**src/rtl/mc_interp_pkg.sv**
```systemverilog
// Shared types and defaults for the mc_interp 4x4 motion-compensation block.
package mc_pkg;

  typedef enum logic [1:0] {
    IDLE,
    FETCH,
    CALC,
    OUT
  } mc_state_e;

  localparam int DEF_BLK   = 4;
  localparam int DEF_PIX_W = 8;
  localparam int DEF_MV_W  = 10;
  localparam int DEF_POS_W = 8;

  // Bilinear accumulator width, rounding constant and normalising shift.
  localparam int ACC_W = 13;
  localparam int RND   = 8;
  localparam int SHIFT = 4;

endpackage

```
**src/rtl/mc_interp_if.sv**
```systemverilog
// Command, reference-fetch and prediction-stream bundle for mc_interp.
interface mc_interp_if
  import mc_pkg::*;
#(
  parameter int BLK   = DEF_BLK,
  parameter int PIX_W = DEF_PIX_W,
  parameter int MV_W  = DEF_MV_W,
  parameter int POS_W = DEF_POS_W
);

  logic                       cmd_valid;
  logic                       cmd_ready;
  logic [POS_W-1:0]           blk_x;
  logic [POS_W-1:0]           blk_y;
  logic [MV_W-1:0]            mv_x;
  logic [MV_W-1:0]            mv_y;

  logic                       ref_req;
  logic [POS_W-1:0]           ref_x;
  logic [POS_W-1:0]           ref_y;
  logic                       ref_rvalid;
  logic [(BLK+1)*PIX_W-1:0]   ref_rdata;

  logic                       pred_valid;
  logic                       pred_ready;
  logic [BLK*PIX_W-1:0]       pred_row;
  logic                       pred_last;

  modport slave (
    input  cmd_valid, blk_x, blk_y, mv_x, mv_y, ref_rvalid, ref_rdata, pred_ready,
    output cmd_ready, ref_req, ref_x, ref_y, pred_valid, pred_row, pred_last
  );

  modport master (
    output cmd_valid, blk_x, blk_y, mv_x, mv_y, ref_rvalid, ref_rdata, pred_ready,
    input  cmd_ready, ref_req, ref_x, ref_y, pred_valid, pred_row, pred_last
  );

endinterface

```
**src/rtl/mc_bilin_px.sv**
```systemverilog
// Combinational single-pixel bilinear interpolator with quarter-pel weights.
module mc_bilin_px
  import mc_pkg::*;
#(
  parameter int PIX_W = DEF_PIX_W
) (
  input  logic [PIX_W-1:0] a_i,
  input  logic [PIX_W-1:0] b_i,
  input  logic [PIX_W-1:0] c_i,
  input  logic [PIX_W-1:0] d_i,
  input  logic [1:0]       fx_i,
  input  logic [1:0]       fy_i,
  output logic [PIX_W-1:0] p_o
);

  logic [ACC_W-1:0] wx0, wx1, wy0, wy1, acc;

  always_comb begin
    wx1 = ACC_W'(fx_i);
    wx0 = ACC_W'(4) - wx1;
    wy1 = ACC_W'(fy_i);
    wy0 = ACC_W'(4) - wy1;
    acc = wx0 * wy0 * ACC_W'(a_i) + wx1 * wy0 * ACC_W'(b_i)
        + wx0 * wy1 * ACC_W'(c_i) + wx1 * wy1 * ACC_W'(d_i) + ACC_W'(RND);
    p_o = PIX_W'(acc >> SHIFT);
  end

endmodule

```
**src/rtl/mc_interp.sv**
```systemverilog
// Decoder-side 4x4 motion compensation: fetches reference rows, bilinearly interpolates, streams rows.
// Optional MC_INT_SKIP_EN: skip the extra reference row when the clamped vertical fraction is zero.
module mc_interp
  import mc_pkg::*;
#(
  parameter int BLK     = DEF_BLK,
  parameter int PIX_W   = DEF_PIX_W,
  parameter int MV_W    = DEF_MV_W,
  parameter int POS_W   = DEF_POS_W,
  parameter int FRAME_W = 64,
  parameter int FRAME_H = 64
) (
  input logic        clk,
  input logic        rst,
  mc_interp_if.slave bus
);

  localparam int CW  = POS_W + MV_W + 1;
  localparam int RW  = (BLK + 1) * PIX_W;
  localparam int OW  = BLK * PIX_W;
  localparam int RCW = $clog2(BLK + 1) + 1;
  localparam logic signed [CW-1:0] XMAX = CW'(FRAME_W - BLK - 1);
  localparam logic signed [CW-1:0] YMAX = CW'(FRAME_H - BLK - 1);
`ifdef MC_INT_SKIP_EN
  localparam bit SKIP_EN = 1'b1;
`else
  localparam bit SKIP_EN = 1'b0;
`endif

  mc_state_e        state_q, state_d;
  logic [POS_W-1:0] ix_q, ix_d, iy_q, iy_d;
  logic [1:0]       fx_q, fx_d, fy_q, fy_d;
  logic [RCW-1:0]   r_q, r_d;
  logic [RW-1:0]    prev_q, prev_d, cur_q, cur_d;
  logic [OW-1:0]    row_q, row_d, px;
  logic             last_q, last_d, skip_q, skip_d;

  logic signed [CW-1:0] mvx_s, mvy_s, ix_s, iy_s;
  logic [POS_W-1:0]     ix_c, iy_c;
  logic [1:0]           fx_c, fy_c;

  // Integer position with arithmetic shift (floor), clamped so the 5x5 window stays in-frame.
  always_comb begin
    mvx_s = $signed({{(POS_W+1){bus.mv_x[MV_W-1]}}, bus.mv_x});
    mvy_s = $signed({{(POS_W+1){bus.mv_y[MV_W-1]}}, bus.mv_y});
    ix_s  = $signed({{(MV_W+1){1'b0}}, bus.blk_x}) + (mvx_s >>> 2);
    iy_s  = $signed({{(MV_W+1){1'b0}}, bus.blk_y}) + (mvy_s >>> 2);
    ix_c  = ix_s[POS_W-1:0];
    fx_c  = bus.mv_x[1:0];
    iy_c  = iy_s[POS_W-1:0];
    fy_c  = bus.mv_y[1:0];
    if (ix_s[CW-1]) begin
      ix_c = '0;
      fx_c = '0;
    end else if (ix_s > XMAX) begin
      ix_c = XMAX[POS_W-1:0];
      fx_c = '0;
    end
    if (iy_s[CW-1]) begin
      iy_c = '0;
      fy_c = '0;
    end else if (iy_s > YMAX) begin
      iy_c = YMAX[POS_W-1:0];
      fy_c = '0;
    end
  end

  always_comb begin
    state_d = state_q;
    ix_d    = ix_q;
    iy_d    = iy_q;
    fx_d    = fx_q;
    fy_d    = fy_q;
    r_d     = r_q;
    prev_d  = prev_q;
    cur_d   = cur_q;
    row_d   = row_q;
    last_d  = last_q;
    skip_d  = skip_q;
    unique case (state_q)
      IDLE: begin
        if (bus.cmd_valid) begin
          ix_d    = ix_c;
          iy_d    = iy_c;
          fx_d    = fx_c;
          fy_d    = fy_c;
          skip_d  = SKIP_EN && (fy_c == 2'd0);
          r_d     = RCW'(skip_d);
          state_d = FETCH;
        end
      end
      FETCH: begin
        if (bus.ref_rvalid) begin
          if (r_q == '0) begin
            prev_d = bus.ref_rdata;
            r_d    = RCW'(1);
          end else begin
            cur_d   = bus.ref_rdata;
            if (skip_q) prev_d = bus.ref_rdata;
            state_d = CALC;
          end
        end
      end
      CALC: begin
        row_d   = px;
        last_d  = (r_q == RCW'(BLK));
        state_d = OUT;
      end
      OUT: begin
        if (bus.pred_ready) begin
          prev_d = cur_q;
          if (last_q) begin
            state_d = IDLE;
          end else begin
            r_d     = r_q + RCW'(1);
            state_d = FETCH;
          end
        end
      end
    endcase
  end

  always_ff @(posedge clk or negedge rst) begin
    if (!rst) begin
      state_q <= IDLE;
      ix_q    <= '0;
      iy_q    <= '0;
      fx_q    <= '0;
      fy_q    <= '0;
      r_q     <= '0;
      prev_q  <= '0;
      cur_q   <= '0;
      row_q   <= '0;
      last_q  <= 1'b0;
      skip_q  <= 1'b0;
    end else begin
      state_q <= state_d;
      ix_q    <= ix_d;
      iy_q    <= iy_d;
      fx_q    <= fx_d;
      fy_q    <= fy_d;
      r_q     <= r_d;
      prev_q  <= prev_d;
      cur_q   <= cur_d;
      row_q   <= row_d;
      last_q  <= last_d;
      skip_q  <= skip_d;
    end
  end

  for (genvar i = 0; i < BLK; i++) begin : g_px
    mc_bilin_px #(.PIX_W(PIX_W)) u_px (
      .a_i  (prev_q[i*PIX_W +: PIX_W]),
      .b_i  (prev_q[(i+1)*PIX_W +: PIX_W]),
      .c_i  (cur_q[i*PIX_W +: PIX_W]),
      .d_i  (cur_q[(i+1)*PIX_W +: PIX_W]),
      .fx_i (fx_q),
      .fy_i (fy_q),
      .p_o  (px[i*PIX_W +: PIX_W])
    );
  end

  // In skip mode r starts at 1 so pred_last still fires at r==BLK; the row offset undoes that.
  assign bus.cmd_ready  = (state_q == IDLE);
  assign bus.ref_req    = (state_q == FETCH);
  assign bus.ref_x      = (state_q == FETCH) ? ix_q : '0;
  assign bus.ref_y      = (state_q == FETCH) ? POS_W'(iy_q + POS_W'(r_q) - POS_W'(skip_q)) : '0;
  assign bus.pred_valid = (state_q == OUT);
  assign bus.pred_row   = row_q;
  assign bus.pred_last  = last_q;

endmodule

```
**src/flat_wrapper.sv**
```systemverilog
// flat-port wrapper written by rule: the top's interface ports become plain ports
module mc_interp_flat import mc_pkg::*;
#(
  parameter int BLK     = DEF_BLK,
  parameter int PIX_W   = DEF_PIX_W,
  parameter int MV_W    = DEF_MV_W,
  parameter int POS_W   = DEF_POS_W,
  parameter int FRAME_W = 64,
  parameter int FRAME_H = 64
)
  (clk, rst, bus_cmd_valid, bus_blk_x, bus_blk_y, bus_mv_x, bus_mv_y, bus_ref_rvalid, bus_ref_rdata, bus_pred_ready, bus_cmd_ready, bus_ref_req, bus_ref_x, bus_ref_y, bus_pred_valid, bus_pred_row, bus_pred_last);
  mc_interp_if #(.BLK(BLK), .PIX_W(PIX_W), .MV_W(MV_W), .POS_W(POS_W)) bus_i ();
  input logic clk;
  input logic rst;
  input wire logic [$bits(bus_i.cmd_valid)-1:0] bus_cmd_valid;
  input wire logic [$bits(bus_i.blk_x)-1:0] bus_blk_x;
  input wire logic [$bits(bus_i.blk_y)-1:0] bus_blk_y;
  input wire logic [$bits(bus_i.mv_x)-1:0] bus_mv_x;
  input wire logic [$bits(bus_i.mv_y)-1:0] bus_mv_y;
  input wire logic [$bits(bus_i.ref_rvalid)-1:0] bus_ref_rvalid;
  input wire logic [$bits(bus_i.ref_rdata)-1:0] bus_ref_rdata;
  input wire logic [$bits(bus_i.pred_ready)-1:0] bus_pred_ready;
  output wire logic [$bits(bus_i.cmd_ready)-1:0] bus_cmd_ready;
  output wire logic [$bits(bus_i.ref_req)-1:0] bus_ref_req;
  output wire logic [$bits(bus_i.ref_x)-1:0] bus_ref_x;
  output wire logic [$bits(bus_i.ref_y)-1:0] bus_ref_y;
  output wire logic [$bits(bus_i.pred_valid)-1:0] bus_pred_valid;
  output wire logic [$bits(bus_i.pred_row)-1:0] bus_pred_row;
  output wire logic [$bits(bus_i.pred_last)-1:0] bus_pred_last;
  assign bus_i.cmd_valid = bus_cmd_valid;
  assign bus_i.blk_x = bus_blk_x;
  assign bus_i.blk_y = bus_blk_y;
  assign bus_i.mv_x = bus_mv_x;
  assign bus_i.mv_y = bus_mv_y;
  assign bus_i.ref_rvalid = bus_ref_rvalid;
  assign bus_i.ref_rdata = bus_ref_rdata;
  assign bus_i.pred_ready = bus_pred_ready;
  assign bus_cmd_ready = bus_i.cmd_ready;
  assign bus_ref_req = bus_i.ref_req;
  assign bus_ref_x = bus_i.ref_x;
  assign bus_ref_y = bus_i.ref_y;
  assign bus_pred_valid = bus_i.pred_valid;
  assign bus_pred_row = bus_i.pred_row;
  assign bus_pred_last = bus_i.pred_last;
  mc_interp #(.BLK(BLK), .PIX_W(PIX_W), .MV_W(MV_W), .POS_W(POS_W), .FRAME_W(FRAME_W), .FRAME_H(FRAME_H)) u_core (.clk(clk), .rst(rst), .bus(bus_i));
endmodule
```
**config.mk**
```make
export PLATFORM = sky130hd
export DESIGN_NAME = mc_interp_flat
export DESIGN_NICKNAME = d
export VERILOG_FILES = /design/src/rtl/mc_interp_pkg.sv /design/src/rtl/mc_interp_if.sv /design/src/rtl/mc_bilin_px.sv /design/src/rtl/mc_interp.sv /design/src/flat_wrapper.sv
export SDC_FILE = /design/constraint.sdc
export NUM_CORES = 1
export LEC_CHECK = 0
export ABC_AREA = 1
export ABC_CLOCK_PERIOD_IN_PS = 13600
export BUFFER_PORTS_ARGS = -buffer_cell sky130_fd_sc_hd__buf_2
export CAP_MARGIN = 20
export CORE_ASPECT_RATIO = 0.6
export CORE_MARGIN = 2
export CORE_UTILIZATION = 55
export DETAILED_ROUTE_END_ITERATION = 12
export HOLD_SLACK_MARGIN = 0.02
export MAX_ROUTING_LAYER = met4
export PLACE_DENSITY = 0.78
export REMOVE_ABC_BUFFERS = 1
export SETUP_SLACK_MARGIN = 0.3
export SYNTH_ARGS = -nofsm -noshare
export SYNTH_HDL_FRONTEND = slang
export SYNTH_SLANG_ARGS = --single-unit
```
**constraint.sdc**
```tcl
create_clock -name clk -period 13.6 [get_ports clk]
set_clock_uncertainty 0.1 [all_clocks]
set_input_delay 2.72 -clock clk [delete_from_list [all_inputs] [get_ports clk]]
set_output_delay 2.72 -clock clk [all_outputs]
set_load 0.02 [all_outputs]
```
==> results.md <==
* Status: finished, final reports clean
* Max Slew Vio Count at 0
* P&R area growth vs syn at 6.283%
* Die ar. at 57070 um2
* Final Util at 0.5929
* RSZ-0062 raised after global routing: false
* Die width at 307.1 um
* First DRT Iteration DRCs at 3206
* Largest stage delay on the critical path at 0.65 ns
* Placed cells at 4698
* Fin cells at 4730
* Netlist cell types at 46
* Pin count of the biggest net entering global routing at 81
* CP Capture Type: flop
* Placed wire-length estimate at 65.93 mm
* Layout cells sized above 1 at 0.05702
* Hold_buf cts at 0
* Routed WL per cell at 18.48 um
* Worst-Skew Late Latency at 0.50 ns
* Pre-antenna DRT Iters at 6
* Die Height at 185.8 um
* Overflow after GRT at 0
* Final worst-path cycle share at 0.6604
* Most frequent cell after synthesis: inv_1
* Number of global-route vias before repair at 25030
* Slew margin rel. at 0.2072
* Worst endpoint data arrival time at 9.33 ns
* Post-CTS setup buffer count at 0
* Average size of a mapped cell at 7.699 um2
* Post-Synthesis Cells at 3937
* # rows at 66
* Clock Path Buffers at 2
* Footprint of the multi-input gates at 21780 um2
* Fin Setup TNS at 0 ns
* EDFF count, synth at 0
* Crit start category: flop
* TritonCTS clock tree: done
* FILL cells at 4818
* Worst-Margin Slew at 1.189 ns
* DRC viols at 0
* Pleak at 0.01985 uW
* Cell accounting for the most synthesized area: fa_1
* GRT Util Overall at 0.3342
* FF+latch area at 3478 um2
* Core area at 54340 um2
* Ports at 133
* CP Class: flop to flop
* Highest Clock Rate at 111.3 MHz
* Yosys warnings at 0
* Vias/cell at 5.272
* Minimum clock period at 8.982 ns
* NumNets Final at 4965
* # port buffers at 132
* GP Congestion at 0.9622
* Initial antenna violation count at 1
* PwrDens at 127.2 nW/um2
* Via count at 24940
* Reg clk slew, reported paths at 0.08 ns
* # diodes at 0
* Antenna Nets Post-Route at 0
* Max FO, Critical Path at 14
* Asr flop ratio synth at 1.000
* Synth Register Bits at 139
* WP buf/inv at 7
* First-pass GRT wire length at 139.1 mm
* Commonest cells in the netlist: inv_1 (1227), nand2_1 (824), fa_1 (501), ha_1 (380), nor2_1 (289)
* Num CTS Buffers at 17
* Final Hold Fails at 0
* Peak supply drop at 0.2218 mV
* Final WL at 87.43 mm
* Crit-path leading delay family: adder cells
* Hold crit path type: flop to flop
* Root Driver: clkbuf_16
* Initial core utilization at 0.5578
* CP Data Required Time at 13.94 ns
* Seq/Total Area, Yosys at 0.1148
* Crit path max-delay cell type: inv_1
* Max H-tree Level at 4
* Largest cells by area after synthesis: fa_1 (33%), ha_1 (16%), inv_1 (15%)
* Max_cap viols at 0
* Total power at 4099 uW
* Clock sinks at 139
* Top cell type's share of synthesized area at 0.3309
* Post-cts resize count at 0
* Prevailing post-synth register cell: dfrtp_1
* Post-Syn Area at 30310 um2
* Final Setup Violations at 0
==> path summary, 6_finish.rpt <==
path                                   startpoint  cells past startpoint                      end  slack [ns]
max reg2reg                        u_core.fy_q[0]                     30  u_core.bus.pred_row[23]        4.62
min                        u_core.bus.pred_row[8]                      2   u_core.bus.pred_row[8]        0.38
max in group asynchronous                     rst                      3        u_core.prev_q[28]        9.50
min in group asynchronous                     rst                      1   u_core.bus.pred_row[0]        2.05
max                                u_core.fy_q[0]                     30  u_core.bus.pred_row[23]        4.62
min reg2reg                u_core.bus.pred_row[8]                      2   u_core.bus.pred_row[8]        0.38
==> worst reg2reg max path, delay by kind of cell, from the launching register on <==
family / cells / cell delay [ns]
AOI/OAI and AO/OA: 3 / 0.89
xor gates and xnor gates: 1 / 0.16
adders and majority gates: 12 / 4.98
buffers and inverters: 7 / 1.09
DFF: 1 / 0.43
and+or+nand+nor: 7 / 1.30
==> final cells by class <==
class | instances | share of cell area
Multi-Input combinational cell | 2456 | 0.6761
Inverter | 1234 | 0.1438
Sequential cell | 139 | 0.1080
Tap cell | 714 | 0.02773
Timing Repair Buffer | 155 | 0.02606
Clock buffer | 17 | 0.01321
Clock inverter | 15 | 0.005127
==> layer usage <==
| metal | wire (um) | GRT usage |
|---|---|---|
| met3 | 13380 | 0.1266 |
| met5 | 0 | - |
| met1 | 39230 | 0.4903 |
| met4 | 1842 | 0.06985 |
| met2 | 32990 | 0.4326 |
==> through the flow <==
stage / cell area (um2) / hold WS [ns] / worst slack (ns)
floorplan: 29860 / 0.3492 / 6.070
global placement: 31620 / 0.3583 / 5.162
detailed placement: 31620 / 0.3619 / 4.867
CTS: 32210 / 0.3805 / 4.816
global route: 32210 / 0.4066 / 4.148
finish: 32210 / 0.3755 / 4.618
==> report_power, final <==
part           switching, uW  internal, uW  total, uW
clock network            244           273        516
registers                323           598        921
logic                   1780           885       2660
==> sequential cells by signal (all words and copies together) (netlist names) <==
register              count
u_core.iy_q               8
u_core.r_q                4
u_core.fx_q               2
u_core.cur_q             40
u_core.prev_q            40
u_core.state_q            2
u_core.fy_q               2
u_core.bus.pred_last      1
u_core.ix_q               8
u_core.bus.pred_row      32
==> kinds of logic (layout without fill, tap and decap cells) <==
family	Yosys count	after routing	synth area share
buffers and inverters	1342	1421	0.1678
and+or+nand+nor	1294	1294	0.1714
adders and majority gates	881	881	0.4878
AOI/OAI and AO/OA	234	234	0.04458
DFF	139	139	0.1148
xor gates and xnor gates	46	46	0.01329
muxes	1	1	0.0003715
==> layout by cell type, fill, tap and decap left out, types with 5 or more instances in the layout <==
master,n
a21oi_1,75
a31oi_1,9
buf_2,131
buf_4,23
clkbuf_16,17
dfrtp_1,139
fa_1,501
ha_1,378
inv_1,1227
inv_2,5
nand2_1,824
nand2_2,15
nand3_1,102
nand3b_1,11
nand4_1,15
nor2_1,289
nor3_1,15
o211ai_1,39
o21ai_0,83
o21ai_1,9
or2_2,7
xnor2_1,18
xor2_1,28
Power figures use the tool's default switching activity.
